File: src/rtl/pattern_gen.sv
// Run-based stream stimulus source: emits runs of repeated values over valid/ready.
// Optional PATTERN_GEN_LFSR_EN replaces the additive run step with a Galois LFSR step.
module pattern_gen #(
  parameter int unsigned WIDTH = 4,
  parameter int unsigned LEN_W = 4,
  parameter int unsigned CNT_W = 8
) (
  input  logic             clk,
  input  logic             reset_n,
  input  logic             start,
  input  logic             abort,
  input  logic [WIDTH-1:0] cfg_base,
  input  logic [WIDTH-1:0] cfg_step,
  input  logic [LEN_W-1:0] cfg_run_len,
  input  logic [CNT_W-1:0] cfg_num_runs,
  input  logic             ready,
  output logic [WIDTH-1:0] data,
  output logic             valid,
  output logic             busy,
  output logic             done,
  output logic [CNT_W-1:0] run_idx,
  output logic [LEN_W-1:0] beat_idx
);

  typedef enum logic [1:0] {IDLE, EMIT, DONE} state_t;

`ifdef PATTERN_GEN_LFSR_EN
  // Maximal-length Galois taps per width (shift right, XOR taps when LSB was 1)
  function automatic logic [31:0] lfsr_taps(input int unsigned w);
    case (w)
      2:       return 32'h3;
      3:       return 32'h6;
      4:       return 32'hC;
      5:       return 32'h14;
      6:       return 32'h30;
      7:       return 32'h60;
      8:       return 32'hB8;
      16:      return 32'hB400;
      default: return 32'hC;
    endcase
  endfunction

  localparam logic [WIDTH-1:0] TAPS = WIDTH'(lfsr_taps(WIDTH));

  function automatic logic [WIDTH-1:0] run_next(input logic [WIDTH-1:0] d);
    return (d >> 1) ^ (d[0] ? TAPS : '0);
  endfunction
`else
  logic [WIDTH-1:0] step_q, step_nxt;
`endif

  state_t           state, state_nxt;
  logic [LEN_W-1:0] len_q, len_nxt;
  logic [CNT_W-1:0] num_q, num_nxt;
  logic [WIDTH-1:0] data_nxt;
  logic [CNT_W-1:0] run_nxt;
  logic [LEN_W-1:0] beat_nxt;
  logic             valid_nxt, busy_nxt, done_nxt;
  logic             xfer, last_beat, last_run;

  assign xfer      = valid & ready;
  assign last_beat = (beat_idx == len_q - LEN_W'(1));
  assign last_run  = (num_q != '0) && (run_idx == num_q - CNT_W'(1));

  always_ff @(posedge clk or negedge reset_n) begin
    if (!reset_n) begin
      state    <= IDLE;
      len_q    <= '0;
      num_q    <= '0;
      data     <= '0;
      run_idx  <= '0;
      beat_idx <= '0;
      valid    <= 1'b0;
      busy     <= 1'b0;
      done     <= 1'b0;
`ifndef PATTERN_GEN_LFSR_EN
      step_q   <= '0;
`endif
    end else begin
      state    <= state_nxt;
      len_q    <= len_nxt;
      num_q    <= num_nxt;
      data     <= data_nxt;
      run_idx  <= run_nxt;
      beat_idx <= beat_nxt;
      valid    <= valid_nxt;
      busy     <= busy_nxt;
      done     <= done_nxt;
`ifndef PATTERN_GEN_LFSR_EN
      step_q   <= step_nxt;
`endif
    end
  end

  always_comb begin
    state_nxt = state;
    len_nxt   = len_q;
    num_nxt   = num_q;
    data_nxt  = data;
    run_nxt   = run_idx;
    beat_nxt  = beat_idx;
    valid_nxt = 1'b0;
    busy_nxt  = 1'b0;
    done_nxt  = 1'b0;
`ifndef PATTERN_GEN_LFSR_EN
    step_nxt  = step_q;
`endif

    case (state)
      IDLE: begin
        if (start && !abort) begin
          len_nxt   = (cfg_run_len == '0) ? LEN_W'(1) : cfg_run_len;
          num_nxt   = cfg_num_runs;
          run_nxt   = '0;
          beat_nxt  = '0;
          state_nxt = EMIT;
          valid_nxt = 1'b1;
          busy_nxt  = 1'b1;
`ifdef PATTERN_GEN_LFSR_EN
          data_nxt  = (cfg_base == '0) ? WIDTH'(1) : cfg_base;
`else
          data_nxt  = cfg_base;
          step_nxt  = cfg_step;
`endif
        end
      end

      EMIT: begin
        // A beat taken in the abort cycle still advances the indices
        if (xfer) begin
          if (!last_beat) begin
            beat_nxt = beat_idx + LEN_W'(1);
          end else if (last_run) begin
            state_nxt = DONE;
          end else begin
            beat_nxt = '0;
            run_nxt  = run_idx + CNT_W'(1);
`ifdef PATTERN_GEN_LFSR_EN
            data_nxt = run_next(data);
`else
            data_nxt = data + step_q;
`endif
          end
        end
        if (abort) state_nxt = IDLE;
        valid_nxt = (state_nxt == EMIT);
        busy_nxt  = (state_nxt == EMIT);
        done_nxt  = (state_nxt == DONE);
      end

      DONE: state_nxt = IDLE;

      default: state_nxt = IDLE;
    endcase
  end

endmodule

File: config.mk
export PLATFORM = sky130hd
export DESIGN_NAME = pattern_gen
export DESIGN_NICKNAME = d
export VERILOG_FILES = /design/src/rtl/pattern_gen.sv
export SDC_FILE = /design/constraint.sdc
export NUM_CORES = 1
export LEC_CHECK = 0
export CORE_ASPECT_RATIO = 0.5
export CORE_MARGIN = 2
export CORE_UTILIZATION = 45
export CTS_CLUSTER_DIAMETER = 150
export DETAILED_ROUTE_END_ITERATION = 12
export MAX_ROUTING_LAYER = met4
export PLACE_DENSITY = 0.79
export SYNTH_ARGS = -nofsm -noshare
export SYNTH_HDL_FRONTEND = slang
export SYNTH_SLANG_ARGS = --single-unit
File: constraint.sdc
create_clock -name clk -period 6.95 [get_ports clk]
set_input_delay 1.39 -clock clk [delete_from_list [all_inputs] [get_ports clk]]
set_output_delay 1.39 -clock clk [all_outputs]
set_load 0.005 [all_outputs]
==> impl_metrics.json <==
{
  "async_reset_ff_frac": 1.000,
  "cts.sinks": 36,
  "slew_violations": 0,
  "core_area_um2": 4842,
  "synth-edff-count": 0,
  "vdd_drop_max_mv": 0.1583,
  "grt_pass1_wl_um": 8342,
  "cap_violations": 0,
  "drt-initial-drc-count": 138,
  "ys.flop_type": "dfrtp_1",
  "cts_buffer_depth": 2,
  "wl_per_cell_um": 14.27,
  "cts.htree.levels": 2,
  "nNetsFinal": 326,
  "fin_worst_skew_ns": 0.006179,
  "synth_seq_cells": 36,
  "period_share": 0.4524,
  "numPortBuffers": 43,
  "setup.worst_path.class": "in2reg",
  "tightest_slew_ns": 0.5405,
  "yosysTopAreaCellShare": 0.4043,
  "yosys_warnings": 0,
  "synth.avg_cell_area_um2": 8.843,
  "ant_nets": 0,
  "remaining_drc_errors": 0,
  "num_rows": 18,
  "grt_use_total": 0.1957,
  "cts_tree": "built",
  "wl_um": 5164,
  "crit_required_ns": 7.14,
  "cts-root-buf": "clkbuf_8",
  "layout-drive-gt1-share": 0.08219,
  "setup_viol_count_final": 0,
  "cts.hold.buffers_added": 0,
  "fin_ws_ns": 3.806,
  "synth_cells": 252,
  "postCtsSetupRepairBufs": 0,
  "grt_max_degree": 37,
  "grt_remaining_overflow": 0,
  "synth_nets": 286,
  "worst_ep_arrival_time_ns": 3.33,
  "die_area_um2": 5565,
  "syn2layout_area_growth_pct": 26.17,
  "min_path_type": "reg2reg",
  "ys_seq_area_frac": 0.4043,
  "synth.most_common_cell": "nand2_1",
  "grt_antenna_before_repair": 0,
  "start_util": 0.4602,
  "end_kind": "register",
  "die_h_um": 53.76,
  "tns_ns": 0,
  "yosysTopAreaCell": "dfrtp_1",
  "clk_pin_slew_ns": 0.07,
  "status": "finished, final reports clean",
  "synthesis.area_um2": 2228,
  "cts_resized": 0,
  "leakage_nw": 1.201,
  "ys_top_cells_by_area": "dfrtp_1, nand2_1, xnor2_1",
  "power.density_nw_per_um2": 260.2,
  "critPathMaxFanout": 23,
  "gp_congestion": 0.8432,
  "clk_latency_ns": 0.29,
  "die_w_um": 103.5,
  "rsz0062_at_grt": "no",
  "antenna_cells": 0,
  "post-place-ws_ns": 3.509,
  "period_minus_slack_ns": 3.144,
  "vias": 1983,
  "start_kind": "primary input",
  "hpwlAfterDp_um": 3770,
  "grt_pass1_vias": 1884,
  "ios": 44,
  "synth_commonest_cells": "nand2_1, dfrtp_1, o21ai_0, xnor2_1, nor3_1",
  "cts_made_buffers": 5,
  "ys_types": 53,
  "vias_per_cell": 5.478,
  "finalHoldViolCount": 0,
  "dr.pass1.iters": 4,
  "relSlewSlack": 0.6389,
  "fmax_mhz": 318.1
}
## power by group
group          switching [mW]  internal [mW]
sequential             0.0488          0.248
combinational           0.133          0.139
clock                  0.0748         0.0883
## final timing paths
check                                       from                endpoint  slack [ns]  cells after the start
max                                        abort  run_idx[1]$_DFFE_PN0P_        3.81                      5
min                        step_q[0]$_DFFE_PN0P_   step_q[0]$_DFFE_PN0P_        0.49                      2
max reg2reg                 num_q[0]$_DFFE_PN0P_     data[0]$_DFFE_PN0P_        4.24                      9
min reg2reg                step_q[0]$_DFFE_PN0P_   step_q[0]$_DFFE_PN0P_        0.49                      2
max in group asynchronous                reset_n    len_q[0]$_DFFE_PN0P_        5.10                      2
min in group asynchronous                reset_n    state[1]$_DFFE_PN0N_        1.52                      2
## sequential cells by signal, summed over array words and instances, names as in the netlist, 2 cells and up
name and flops:
data 4, run_idx 8, beat_idx 4, len_q 4, num_q 8, state 2
step_q 4
## kinds of logic (layout without fill, tap and decap cells)
logic type / Yosys count / in the layout / synth area share
simple gates: 116 / 116 / 0.2532
buf+inv: 20 / 60 / 0.03706
fa+ha+maj: 9 / 9 / 0.05390
flops: 36 / 36 / 0.4043
xor+xnor: 17 / 17 / 0.06682
mux: 3 / 3 / 0.01460
compound gates: 51 / 51 / 0.1701
## final cells by class
type	instances	area [µm²]
Clock buffer	7	96.34
Fill cell	443	2031
Inverter	8	30.03
Multi-Input combinational cell	196	1251
Sequential cell	36	900.9
Tap cell	70	87.58
Timing Repair Buffer	45	445.4
## per-layer routing
layer  routed length, µm  track usage  up-vias
li1                    -            -      960
met3                 167      0.03753        7
met2                2630       0.3687       41
met1                2321       0.2225      975
met4                  44      0.05631        0
met5                   0            -        -
## cell usage in the layout, fill, tap and decap left out, drive strengths merged, types with 4 or more instances in the layout
cell type,instances
xor2,5
a211oi,4
nand2,58
nor3,11
inv,8
ha,8
nor2b,5
a21oi,9
dfrtp,36
xnor2,12
nand4,4
o211ai,5
nor2,8
clkdlybuf4s50,43
or4,4
o21ai,14
clkbuf,7
nand3,9
## per-stage QoR
step | std cells | utilization | hold slack [ns] | total power, mW | instance area (µm²)
floorplan | 252 | - | 0.4497 | 0.4676 | 2228
global placement | 355 | 0.5607 | 0.4706 | 0.5577 | 2715
detailed placement | 355 | 0.5607 | 0.4698 | 0.5712 | 2715
CTS | 362 | 0.5806 | 0.4938 | 0.7376 | 2811
global route | 362 | 0.5806 | 0.5338 | 0.7799 | 2811
finish | 362 | 0.5806 | 0.4942 | 0.7316 | 2811
## worst max-delay path, cell delays in order
cell and delay, ns:
clkdlybuf4s50_1 0.50, or4b_2 0.94, nand2_1 0.15, o21ai_0 0.11
a31o_2 0.22
(Power assumes the default switching activity.)
